<file path="src/rtl/contador_pkg.sv">
// Shared constants and sequence helpers for the ring/Johnson shift counter.
package contador_pkg;

    localparam logic MODO_ANEL    = 1'b0;
    localparam logic MODO_JOHNSON = 1'b1;

    // Widest register the helpers handle; callers pass their real width as n.
    localparam int MAX_N = 64;

    typedef logic [MAX_N-1:0] vetor_t;

    // Seed of the sequence: one-hot bit 0 for ring, all zeros for Johnson.
    function automatic vetor_t semente(input logic modo);
        vetor_t s;
        s = '0;
        if (modo == MODO_ANEL) begin
            s[0] = 1'b1;
        end
        return s;
    endfunction

    // Ring is legal with exactly one bit set.
    // Johnson is legal with at most one boundary between neighbouring bits.
    function automatic logic legal(input vetor_t q, input logic modo, input int n);
        int cnt;
        cnt = 0;
        if (modo == MODO_ANEL) begin
            for (int i = 0; i < MAX_N; i++) begin
                if (i < n && q[i]) begin
                    cnt++;
                end
            end
            return (cnt == 1);
        end
        for (int i = 0; i < MAX_N - 1; i++) begin
            if (i < n - 1 && q[i] != q[i+1]) begin
                cnt++;
            end
        end
        return (cnt <= 1);
    endfunction

    // Position of q in its sequence; illegal states report position 0.
    // Johnson: the fill phase has q[0]=1 (p ones = position p); the drain
    // phase has q[0]=0 and counts down from 2n, so position = 2n - p.
    function automatic int unsigned calc_indice(input vetor_t q, input logic modo, input int n);
        int unsigned p;
        p = 0;
        if (!legal(q, modo, n)) begin
            return 0;
        end
        if (modo == MODO_ANEL) begin
            for (int i = 0; i < MAX_N; i++) begin
                if (i < n && q[i]) begin
                    p = unsigned'(i);
                end
            end
            return p;
        end
        for (int i = 0; i < MAX_N; i++) begin
            if (i < n && q[i]) begin
                p++;
            end
        end
        if (q[0] || p == 0) begin
            return p;
        end
        return unsigned'(2 * n) - p;
    endfunction

endpackage

</file>
<file path="src/rtl/contador_deslocamento_param_indice.sv">
// Combinational decoder: legality and sequence position of an N-bit pattern.
module indice_deslocamento
    import contador_pkg::*;
#(
    parameter int N  = 6,
    parameter int IW = $clog2(2*N)
) (
    input  logic [N-1:0]  q,
    input  logic          modo,
    output logic          legal,
    output logic [IW-1:0] indice
);

    vetor_t q_ext;

    // Widen to the helper width, then decode legality and position.
    always_comb begin
        q_ext  = vetor_t'(q);
        legal  = contador_pkg::legal(q_ext, modo, N);
        indice = IW'(calc_indice(q_ext, modo, N));
    end

endmodule

</file>
<file path="src/rtl/contador_deslocamento_param.sv">
// N-bit shift counter, ring or Johnson selectable at run time, with up/down
// stepping, checked parallel load, self-correction and a wrap pulse.
module contador_deslocamento_param
    import contador_pkg::*;
#(
    parameter int N  = 6,
    parameter int IW = $clog2(2*N)
) (
    input  logic          clk,
    input  logic          reset,
    input  logic          habilitar,
    input  logic          modo,
    input  logic          direcao,
    input  logic          carregar,
    input  logic [N-1:0]  valor_carga,
    output logic [N-1:0]  saida_q,
    output logic [IW-1:0] indice,
    output logic          fim_ciclo,
    output logic          erro_carga,
    output logic          estado_invalido
);

    logic [N-1:0]  estado_q;
    logic          modo_reg;
    logic          fim_q;
    logic          erro_q;

    logic          legal_atual;
    logic [IW-1:0] indice_atual;
    logic          legal_carga;
    logic [IW-1:0] indice_carga_unused;

    logic [N-1:0]  semente_n;
    logic [N-1:0]  passo_frente;
    logic [N-1:0]  passo_tras;
    logic [IW-1:0] ultimo;

    // Decoder for the live state.
    indice_deslocamento #(.N(N), .IW(IW)) u_indice_atual (
        .q      (estado_q),
        .modo   (modo),
        .legal  (legal_atual),
        .indice (indice_atual)
    );

    // Decoder used only to judge whether a load value is legal.
    indice_deslocamento #(.N(N), .IW(IW)) u_indice_carga (
        .q      (valor_carga),
        .modo   (modo),
        .legal  (legal_carga),
        .indice (indice_carga_unused)
    );

    // Seed, both step candidates and the last sequence position for the active mode.
    always_comb begin
        semente_n = N'(semente(modo));
        if (modo_reg == MODO_JOHNSON) begin
            passo_frente = {estado_q[N-2:0], ~estado_q[N-1]};
            passo_tras   = {~estado_q[0], estado_q[N-1:1]};
            ultimo       = IW'(2*N - 1);
        end else begin
            passo_frente = {estado_q[N-2:0], estado_q[N-1]};
            passo_tras   = {estado_q[0], estado_q[N-1:1]};
            ultimo       = IW'(N - 1);
        end
    end

    // State register: reset > mode change > illegal reseed > load > step > hold.
    always_ff @(posedge clk) begin
        if (reset) begin
            estado_q <= semente_n;
            modo_reg <= modo;
            fim_q    <= 1'b0;
            erro_q   <= 1'b0;
        end else begin
            fim_q  <= 1'b0;
            erro_q <= 1'b0;
            if (modo != modo_reg) begin
                estado_q <= semente_n;
                modo_reg <= modo;
            end else if (!legal_atual) begin
                estado_q <= semente_n;
            end else if (carregar) begin
                if (legal_carga) begin
                    estado_q <= valor_carga;
                end else begin
                    estado_q <= semente_n;
                    erro_q   <= 1'b1;
                end
            end else if (habilitar) begin
                if (direcao) begin
                    estado_q <= passo_tras;
                    fim_q    <= (indice_atual == '0);
                end else begin
                    estado_q <= passo_frente;
                    fim_q    <= (indice_atual == ultimo);
                end
            end
        end
    end

    // Outputs are the registered state and its combinational decode.
    always_comb begin
        saida_q         = estado_q;
        indice          = indice_atual;
        fim_ciclo       = fim_q;
        erro_carga      = erro_q;
        estado_invalido = ~legal_atual;
    end

endmodule
</file>
<file path="config.mk">
export PLATFORM = sky130hd
export DESIGN_NAME = contador_deslocamento_param
export DESIGN_NICKNAME = d
export VERILOG_FILES = /design/src/rtl/contador_pkg.sv /design/src/rtl/contador_deslocamento_param_indice.sv /design/src/rtl/contador_deslocamento_param.sv
export SDC_FILE = /design/constraint.sdc
export NUM_CORES = 1
export LEC_CHECK = 0
export CAP_MARGIN = 20
export CORE_MARGIN = 2
export CORE_UTILIZATION = 65
export DETAILED_ROUTE_END_ITERATION = 16
export HOLD_SLACK_MARGIN = 0.12
export PLACE_DENSITY = 0.88
export SYNTH_ARGS = -nofsm -noshare
export SYNTH_HDL_FRONTEND = slang
export SYNTH_HIERARCHICAL = 1
export SYNTH_SLANG_ARGS = --single-unit
</file>
<file path="constraint.sdc">
create_clock -name clk -period 13.3 [get_ports clk]
set_input_delay 1.995 -clock clk [delete_from_list [all_inputs] [get_ports clk]]
set_output_delay 1.995 -clock clk [all_outputs]
set_load 0.1 [all_outputs]
</file>
======== Word-level counts from Yosys, hierarchy flattened ========
Index checks and enable logic that the tools add are counted.
word-level totals
  bits in registers ....................... 9
  bits of input ports ..................... 12
cells by class
  add/sub/neg operators ................... 27
  $lt $le $gt $ge ......................... 2
  equality and inequality tests ........... 15
  multiplexer cells ....................... 96
  bitwise logic cells ..................... 5
  reduce and logical (&&, ||, !) cells .... 8
operator list
  operator                 number
  $mux W32                 63
  $add A32 B2 Y32 const B  20
  $add A32 B1 Y32 const B  6
  $eq A32 B2 Y1 const B    2
  $le A32 B2 Y1 const B    2
  $logic_not A32 Y1        1
  $mux W6                  5
  $mux W4                  5
  $mux W1                  18
  $ne A1 B1 Y1             11
  $mux W3                  3
  $ne A5 B4 Y1 const B     1
  $not A1 Y1               5
  $reduce_or A5 Y1         1
  $eq A4 B4 Y1             1
  $logic_not A4 Y1         1
  $mux W2                  2
  $reduce_bool A2 Y1       2
  $reduce_or A4 Y1         1
  $sub A4 B4 Y4 const A    1
  $reduce_or A3 Y1         1
  $logic_or A1 B1 Y1       1

======== Logic depth before layout (Yosys ltp) ========
Gate-level depths: netlist of run 1.
  word-level depth ........................ 70
  gate-level depth with buffers ........... 40
  gate-level depth less buffers ........... 38

======== Hierarchy ========
The synthesis of run 1 kept the hierarchy.
modules (own cells, without submodules)
  module                                 instances  cells each  area an instance (um2)
  indice_deslocamento at u_indice_atual  1          250         1944.4
  indice_deslocamento at u_indice_carga  1          232         1754.2
  contador_deslocamento_param            1          66          585.6

======== Worst setup path after synthesis of run 1 ========
Ideal clock, no wire load.
  path type ............................... register to output
  from .................................... register estado_q[1] (netlist: saida_q[1])
  to ...................................... output indice[1]
  arrival time ............................ 8.280 ns
  data required time ...................... 11.305 ns
  slack ................................... 3.025 ns
  stages on the path, launching flop included .. 38
  cell sequence ........................... dfxtp_1 clkbuf_1 inv_1 ha_1 buf_2 xnor2_1 inv_1 ha_1 nand2b_1 o21a_1 ha_1 nand2_1 nand2_1 ha_1 nand2_1 o21a_1 o21ai_1 and2_1 [... 2 more ...] nand2_1 ha_1 nor2b_1 a31o_2 a31o_2 ha_1 nand2b_1 and2_1 ha_1 nand2_1 inv_1 a31o_2 ha_1 xnor2_1 a41o_1 a31oi_1 a21oi_2 o31a_1
between the ends
  elaborated cells between the ends (all ways) .. 76
RTL lines
  what                      RTL line                           text
  start: declaration        contador_deslocamento_param.sv:23  logic [N-1:0] estado_q;
  start signal: assignment  contador_deslocamento_param.sv:71  estado_q <= semente_n;
  start signal: assignment  contador_deslocamento_param.sv:79  estado_q <= semente_n;
  start signal: assignment  contador_deslocamento_param.sv:82  estado_q <= semente_n;
  $mux W32 (2 in a row)     --
  $add A32 B2 Y32           --
  $mux W32 (2 in a row)     --
  $add A32 B2 Y32           --
  $mux W32 (2 in a row)     --
  $add A32 B2 Y32           --
  $mux W32 (2 in a row)     --
  $add A32 B2 Y32           --
  [... 12 more ...]         --
  $add A32 B2 Y32           --
  $mux W32 (2 in a row)     --
  $add A32 B2 Y32           --
  $mux W32 (2 in a row)     --
  $le A32 B2 Y1             --
  $mux W1 *                 --
  via legal_atual           contador_deslocamento_param.sv:28  logic legal_atual;
  $mux W4 *                 contador_pkg.sv:52                 if (modo == MODO_ANEL) begin
  end: declaration          contador_deslocamento_param.sv:17  output logic [IW-1:0] indice,
The timed path passes the listed nets; every way through them passes the cells marked *. The select of a mux whose other input is x is not followed.

======== Final worst setup path of run 1 ========
  from .................................... register estado_q[0] (netlist: saida_q[0])
  to ...................................... output indice[1]
between the ends
  longest elaborated chain between the ends .. 36
  elaborated cells between the ends (all ways) .. 70
ends and longest elaborated chain
  what                   RTL line
  $mux W1                --
  $mux W32               --
  $add A32 B2 Y32        --
  $mux W32 (2 in a row)  --
  $add A32 B2 Y32        --
  $mux W32 (2 in a row)  --
  $add A32 B2 Y32        --
  $mux W32 (2 in a row)  --
  [... 16 more ...]      --
  $add A32 B2 Y32        --
  $mux W32 (2 in a row)  --
  $add A32 B2 Y32        --
  $mux W32 (2 in a row)  --
  $le A32 B2 Y1          --
  $mux W1 *              --
  via legal_atual        contador_deslocamento_param.sv:28
  $mux W4 *              contador_pkg.sv:52
Marked as above.

==> results of run 1 <==
[report_power, final]
group / internal (mW) / leakage (nW) / switching [mW] / total (mW)
Sequential: 0.0303 / 0.0778 / 0.00725 / 0.0375
Clock: 0.0210 / 0.0228 / 0.0117 / 0.0327
Combinational: 0.108 / 1.42 / 0.166 / 0.274
[metrics by stage]
step	total power, mW	utilization (%)	worst slack (ns)	cells	hold slack [ns]
after floorplan	0.258	-	3.02	450	0.705
after global placement	0.298	72.0	2.40	518	0.880
after detailed placement	0.307	72.0	2.21	518	0.879
after CTS	0.341	72.9	2.16	522	0.894
after global routing	0.373	72.9	1.54	522	0.931
final	0.344	72.9	2.06	522	0.910
[area by class of cell]
cell class / count / area [um2]
repair buffers: 25 / 248
well taps: 70 / 87.6
fillers: 394 / 1400
multi-input cells: 385 / 3080
clock buffers: 4 / 45.0
inverters: 29 / 109
flip-flops and latches: 9 / 200
[metal layers]
layer	track usage [%]	share of wire [%]
met3	2.67	5.7
met2	50.2	49
met1	35.0	44
met4	7.86	1.4
met5	0	0
[worst max-delay path by stage]
| stage | slack [ns] | from | end | depth (start not counted) |
|---|---|---|---|---|
| 2_1_floorplan | 3.02 | saida_q[1]$_SDFFE_PP0P_ | indice[1] | 37 |
| 6_report | 2.06 | saida_q[0]$_DFFE_PP_ | indice[1] | 36 |
| 3_3_place_gp | 2.40 | modo | indice[3] | 29 |
| 3_5_place_dp | 2.21 | modo | indice[3] | 29 |
| 5_1_grt | 1.54 | saida_q[0]$_DFFE_PP_ | indice[1] | 36 |
| 4_1_cts | 2.16 | saida_q[0]$_DFFE_PP_ | indice[1] | 36 |
[worst max-delay path, delay by kind of cell, from the launching register on]
| family | cells | cell delay [ns] |
|---|---|---|
| fa+ha+maj | 9 | 2.79 |
| compound gates | 10 | 1.93 |
| simple gates | 11 | 1.43 |
| flops | 1 | 0.69 |
| xor+xnor | 2 | 0.58 |
| buf+inv | 4 | 1.58 |
==> qor.csv, run 1 <==
metric;value;unit
Detail Placement HPWL;6640;um
Final Hold Viols;0;
flop-to-flop setup slack;4.61;ns
clock skew;0.00142;ns
Tightest Pin Transition;0.972;ns
Post-Syn Instances;450;
Non-Filler Cell Area, Final;0.00377;mm2
Detail Route Antenna Nets;0;
CTS H-tree depth;1;
cts bufs inserted;3;
vias in the first global route;3119;
minimum clock period;11.24;ns
antenna violations before repair;0;
max-slew violation count;0;
most frequent cells in the layout;56 x nand2_1, 39 x xnor2_1, 33 x ha_1, 28 x inv_1, 24 x clkdlybuf4s50_1;
overall routed net length;8420;um
port buffer count;24;
status;finished clean;
core area;0.00517;mm2
Die Wd;77.5;um
commonest non-fill, non-tap cell in the layout;nand2_1;
drt via density;6.40;
CP max-delay cell;clkdlybuf4s50_1;
Crit path largest cell delay;1.18;ns
Hold Buf Count CTS;0;
CP dominant cell by count;ha_1;
Mean Syn Cell Area;7.81;um2
starting DRC count in detailed routing;219;
max reg flops;6;
RSZ-0062 raised after global routing;false;
Area growth syn-to-layout;7.30;%
ANT cells;0;
total gr overflow;0;
GP Congestion;0.944;
NumNets Final;498;
share of layout cells above drive strength 1;8.85;%
Remaining DRCs;0;
post-synthesis cell area;0.00351;mm2
TritonCTS clock tree;done;
FF-to-FF End;saida_q[0]$_DFFE_PP_;
max_cap viols;0;
hold path endpoint;saida_q[0]$_DFFE_PP_;
Crit Path Class;register to output port;
HP Class;register to register;
startpoint types;register;
Rel. slew slack;35.0;%
total number of vias;3339;
CP Data Arrival Time;9.24;ns
Worst Hold Path Cells;2;
clock slew at reported path FFs;0.05;ns
row count;26;
reg2reg start;saida_q[0]$_DFFE_PP_;
WL/cell;16.1;um
total setup buffers inserted after CTS;0;
PD cells;91.2;mW/mm2
Pre-antenna DRT Iters;7;
Max Root-Sink Buffers;2;
setup TNS;0;ns
Leak;1.52;nW
required time worst endpoint;11.31;ns
Crit. End Element;output port;
Post-CTS Resized;0;
R2R cell count;37;
Die Span Y;77.5;um
Net Count, Synth;495;
Initial Util;67.9;%
CTS sink count;9;
first-pass GRT wire length;14100;um
pin count of the biggest net entering global routing;26;
HP Start;modo_reg$_DFFE_PP_;
synth warn;6;
placed standard-cell area;0.00373;mm2
# IOs;25;
Total GRT Usage;27.8;%
Worst-Skew Late Latency;0.24;ns
Final period util;84.5;%
root buf cell;clkbuf_8;
# setup viols final;0;
fmax;89.0;MHz
full die area;0.00601;mm2
Max FO, Critical Path;16;
Max VDD drop;0.0670;mV
Note: power is estimated with default switching activity, not from simulation.
==> run 2, diff against run 1 <==
--- a/config.mk
+++ b/config.mk
@@ -7,10 +7,10 @@
 export LEC_CHECK = 0
 export CAP_MARGIN = 20
 export CORE_MARGIN = 2
-export CORE_UTILIZATION = 65
+export CORE_UTILIZATION = 57
 export DETAILED_ROUTE_END_ITERATION = 16
 export HOLD_SLACK_MARGIN = 0.12
-export PLACE_DENSITY = 0.88
+export PLACE_DENSITY = 0.82
 export SYNTH_ARGS = -nofsm -noshare
 export SYNTH_HDL_FRONTEND = slang
 export SYNTH_HIERARCHICAL = 1
==> constraint.sdc (replaced) <==
create_clock -name clk -period 10.1 [get_ports clk]
set_input_delay 1.515 -clock clk [delete_from_list [all_inputs] [get_ports clk]]
set_output_delay 1.515 -clock clk [all_outputs]
set_load 0.1 [all_outputs]
==> qor.csv, run 2 (same netlist as run 1, synthesis figures left out) <==
metric;value;unit;change
status;finished clean;;unchanged
row count;28;;was 26
Crit. End Element;output port;;unchanged
Final Hold Viols;0;;unchanged
WL/cell;15.4;um;was 16.1 um
core area;0.00596;mm2;was 0.00517 mm2
Die Span Y;82.5;um;was 77.5 um
PD cells;120;mW/mm2;was 91.2 mW/mm2
starting DRC count in detailed routing;190;;was 219
Crit Path Class;register to output port;;unchanged
overall routed net length;8170;um;was 8420 um
clock slew at reported path FFs;0.05;ns;about the same
Detail Placement HPWL;6450;um;was 6640 um
hold path endpoint;saida_q[1]$_SDFFE_PP0P_;;was saida_q[0]$_DFFE_PP_
Max VDD drop;0.109;mV;was 0.0670 mV
most frequent cells in the layout;56 x nand2_1, 39 x xnor2_1, 33 x ha_1, 28 x inv_1, 19 x clkdlybuf4s50_1;;was 56 x nand2_1, 39 x xnor2_1, 33 x ha_1, 28 x inv_1, 24 x clkdlybuf4s50_1
Place WS;0.656;ns;was 2.21 ns
FF-to-FF End;saida_q[0]$_DFFE_PP_;;unchanged
placed standard-cell area;0.00377;mm2;was 0.00373 mm2
Non-Filler Cell Area, Final;0.00382;mm2;was 0.00377 mm2
Worst-Skew Late Latency;0.24;ns;about the same
vias in the first global route;3075;;was 3119
GP Congestion;0.846;;was 0.944
CP max-delay cell;dfxtp_2;;was clkdlybuf4s50_1
met2 wire len;4090;um;was 4150 um
max reg flops;6;;unchanged
Final period util;94.6;%;
# IOs;25;;unchanged
Total GRT Usage;25.5;%;was 27.8%
first-pass GRT wire length;13900;um;was 14100 um
reg2reg start;saida_q[1]$_SDFFE_PP0P_;;was saida_q[0]$_DFFE_PP_
ANT cells;0;;unchanged
Crit path largest cell delay;0.49;ns;was 1.18 ns
total number of vias;3251;;was 3339
R2R cell count;37;;unchanged
share of layout cells above drive strength 1;10.6;%;was 8.85%
minimum clock period;9.55;ns;
startpoint types;register;;unchanged
Final Util;64.1;%;was 72.9%
HP Class;register to register;;unchanged
Final Instance Count excl. Fillers;529;;was 522
CP dominant cell by count;ha_1;;unchanged
Leak;1.54;nW;was 1.52 nW
HP Start;saida_q[1]$_SDFFE_PP0P_;;was modo_reg$_DFFE_PP_
Bufs and invs on worst path;4;;unchanged
TritonCTS clock tree;done;;unchanged
Max FO, Critical Path;14;;was 16
total setup buffers inserted after CTS;0;;unchanged
Detail Route Antenna Nets;0;;unchanged
port buffer count;24;;unchanged
family with the most delay on the worst path;adder cells;;unchanged
Max Root-Sink Buffers;2;;unchanged
required time worst endpoint;8.59;ns;was 11.31 ns
max_cap viols;0;;unchanged
# setup viols final;0;;unchanged
met3 WL post-DR;295;um;was 483 um
Pre-antenna DRT Iters;4;;was 7
Worst Hold Path Cells;3;;was 2
clock skew;0.000524;ns;was 0.00142 ns
CP Data Arrival Time;8.04;ns;was 9.24 ns
cts bufs inserted;3;;unchanged
number of placed cells counting well taps;525;;was 518
Die Wd;82.5;um;was 77.5 um
antenna violations before repair;0;;unchanged
Tot Pwr;0.457;mW;was 0.344 mW
Tightest Pin Transition;0.978;ns;was 0.972 ns
worst hold slack;0.858;ns;was 0.910 ns
root buf cell;clkbuf_8;;unchanged
pin count of the biggest net entering global routing;24;;was 26
commonest non-fill, non-tap cell in the layout;nand2_1;;unchanged
CTS sink count;9;;unchanged
Final WS setup;0.549;ns;was 2.06 ns
Metal-1 WL;3640;um;was 3680 um
Remaining DRCs;0;;unchanged
NumNets Final;500;;was 498
Initial Util;59.0;%;was 67.9%
Area growth syn-to-layout;8.65;%;was 7.30%
drt via density;6.15;;was 6.40
RSZ-0062 raised after global routing;false;;unchanged
full die area;0.00681;mm2;was 0.00601 mm2
total gr overflow;0;;unchanged
setup TNS;0;ns;unchanged
CTS H-tree depth;1;;unchanged
flop-to-flop setup slack;1.80;ns;was 4.61 ns
Rel. slew slack;34.6;%;was 35.0%
fmax;105;MHz;
Top Metal Used;met4;;unchanged
max-slew violation count;0;;unchanged
## run 2: cell count changes in the layout (fill, tap and decap cells not counted), sizes merged
| cell | previous run | this run |
|---|---|---|
| buf | 1 | 8 |
| clkdlybuf4s50 | 24 | 19 |
## run 2: final cells by class
cell class | instances | area [um2]
Sequential cell | 9 | 201
Clock buffer | 4 | 45.0
Tap cell | 75 | 93.8
Inverter | 29 | 109
Fill cell | 515 | 2140
Timing Repair Buffer | 27 | 288
Multi-Input combinational cell | 385 | 3080
## run 2: timing repair
item	CTS	global route
resized for setup	0	1
hold buffers	0	0
endpoints found under the setup margin	0	3
## run 2: layer usage
layer  track usage (%)  up-vias
li1                  -     1629
met1              31.4     1544
met2              45.8       67
met3              2.61       11
met4              8.69        0
met5                 0        -
## run 2: worst register-to-register path: cells and delay by family (launching register included)
| kind | cells | cell delay (ns) |
|---|---|---|
| compound gates | 9 | 1.66 |
| buf+inv | 3 | 0.30 |
| xor+xnor | 2 | 0.59 |
| fa+ha+maj | 9 | 2.73 |
| simple gates | 14 | 2.28 |
| flops | 1 | 0.49 |
## run 2: power breakdown
part	total [mW]	internal (mW)	leakage, nW	switching [mW]
Clock	0.0427	0.0276	0.0228	0.0152
Combinational	0.370	0.148	1.44	0.222
Sequential	0.0448	0.0398	0.0783	0.00493
Total	0.457	0.215	1.54	0.242
## run 2: worst max path at each step
stage | slack (ns) | endpoint | depth (start not counted) | from
finish | 0.55 | indice[2] | 36 | saida_q[1]$_SDFFE_PP0P_
detailed placement | 0.66 | indice[2] | 36 | saida_q[1]$_SDFFE_PP0P_
global placement | 0.82 | indice[2] | 36 | saida_q[1]$_SDFFE_PP0P_
floorplan | 0.30 | indice[1] | 37 | saida_q[1]$_SDFFE_PP0P_
global route | 0.03 | indice[2] | 36 | saida_q[1]$_SDFFE_PP0P_
CTS | 0.38 | indice[2] | 36 | saida_q[1]$_SDFFE_PP0P_
==> run 3, diff against run 2 <==
--- a/config.mk
+++ b/config.mk
@@ -11,6 +11,7 @@
 export DETAILED_ROUTE_END_ITERATION = 16
 export HOLD_SLACK_MARGIN = 0.12
 export PLACE_DENSITY = 0.82
+export SLEW_MARGIN = 20
 export SYNTH_ARGS = -nofsm -noshare
 export SYNTH_HDL_FRONTEND = slang
 export SYNTH_HIERARCHICAL = 1
==> results of run 3 <==
No change in the layout: final DEF, timing and power equal those of run 2.
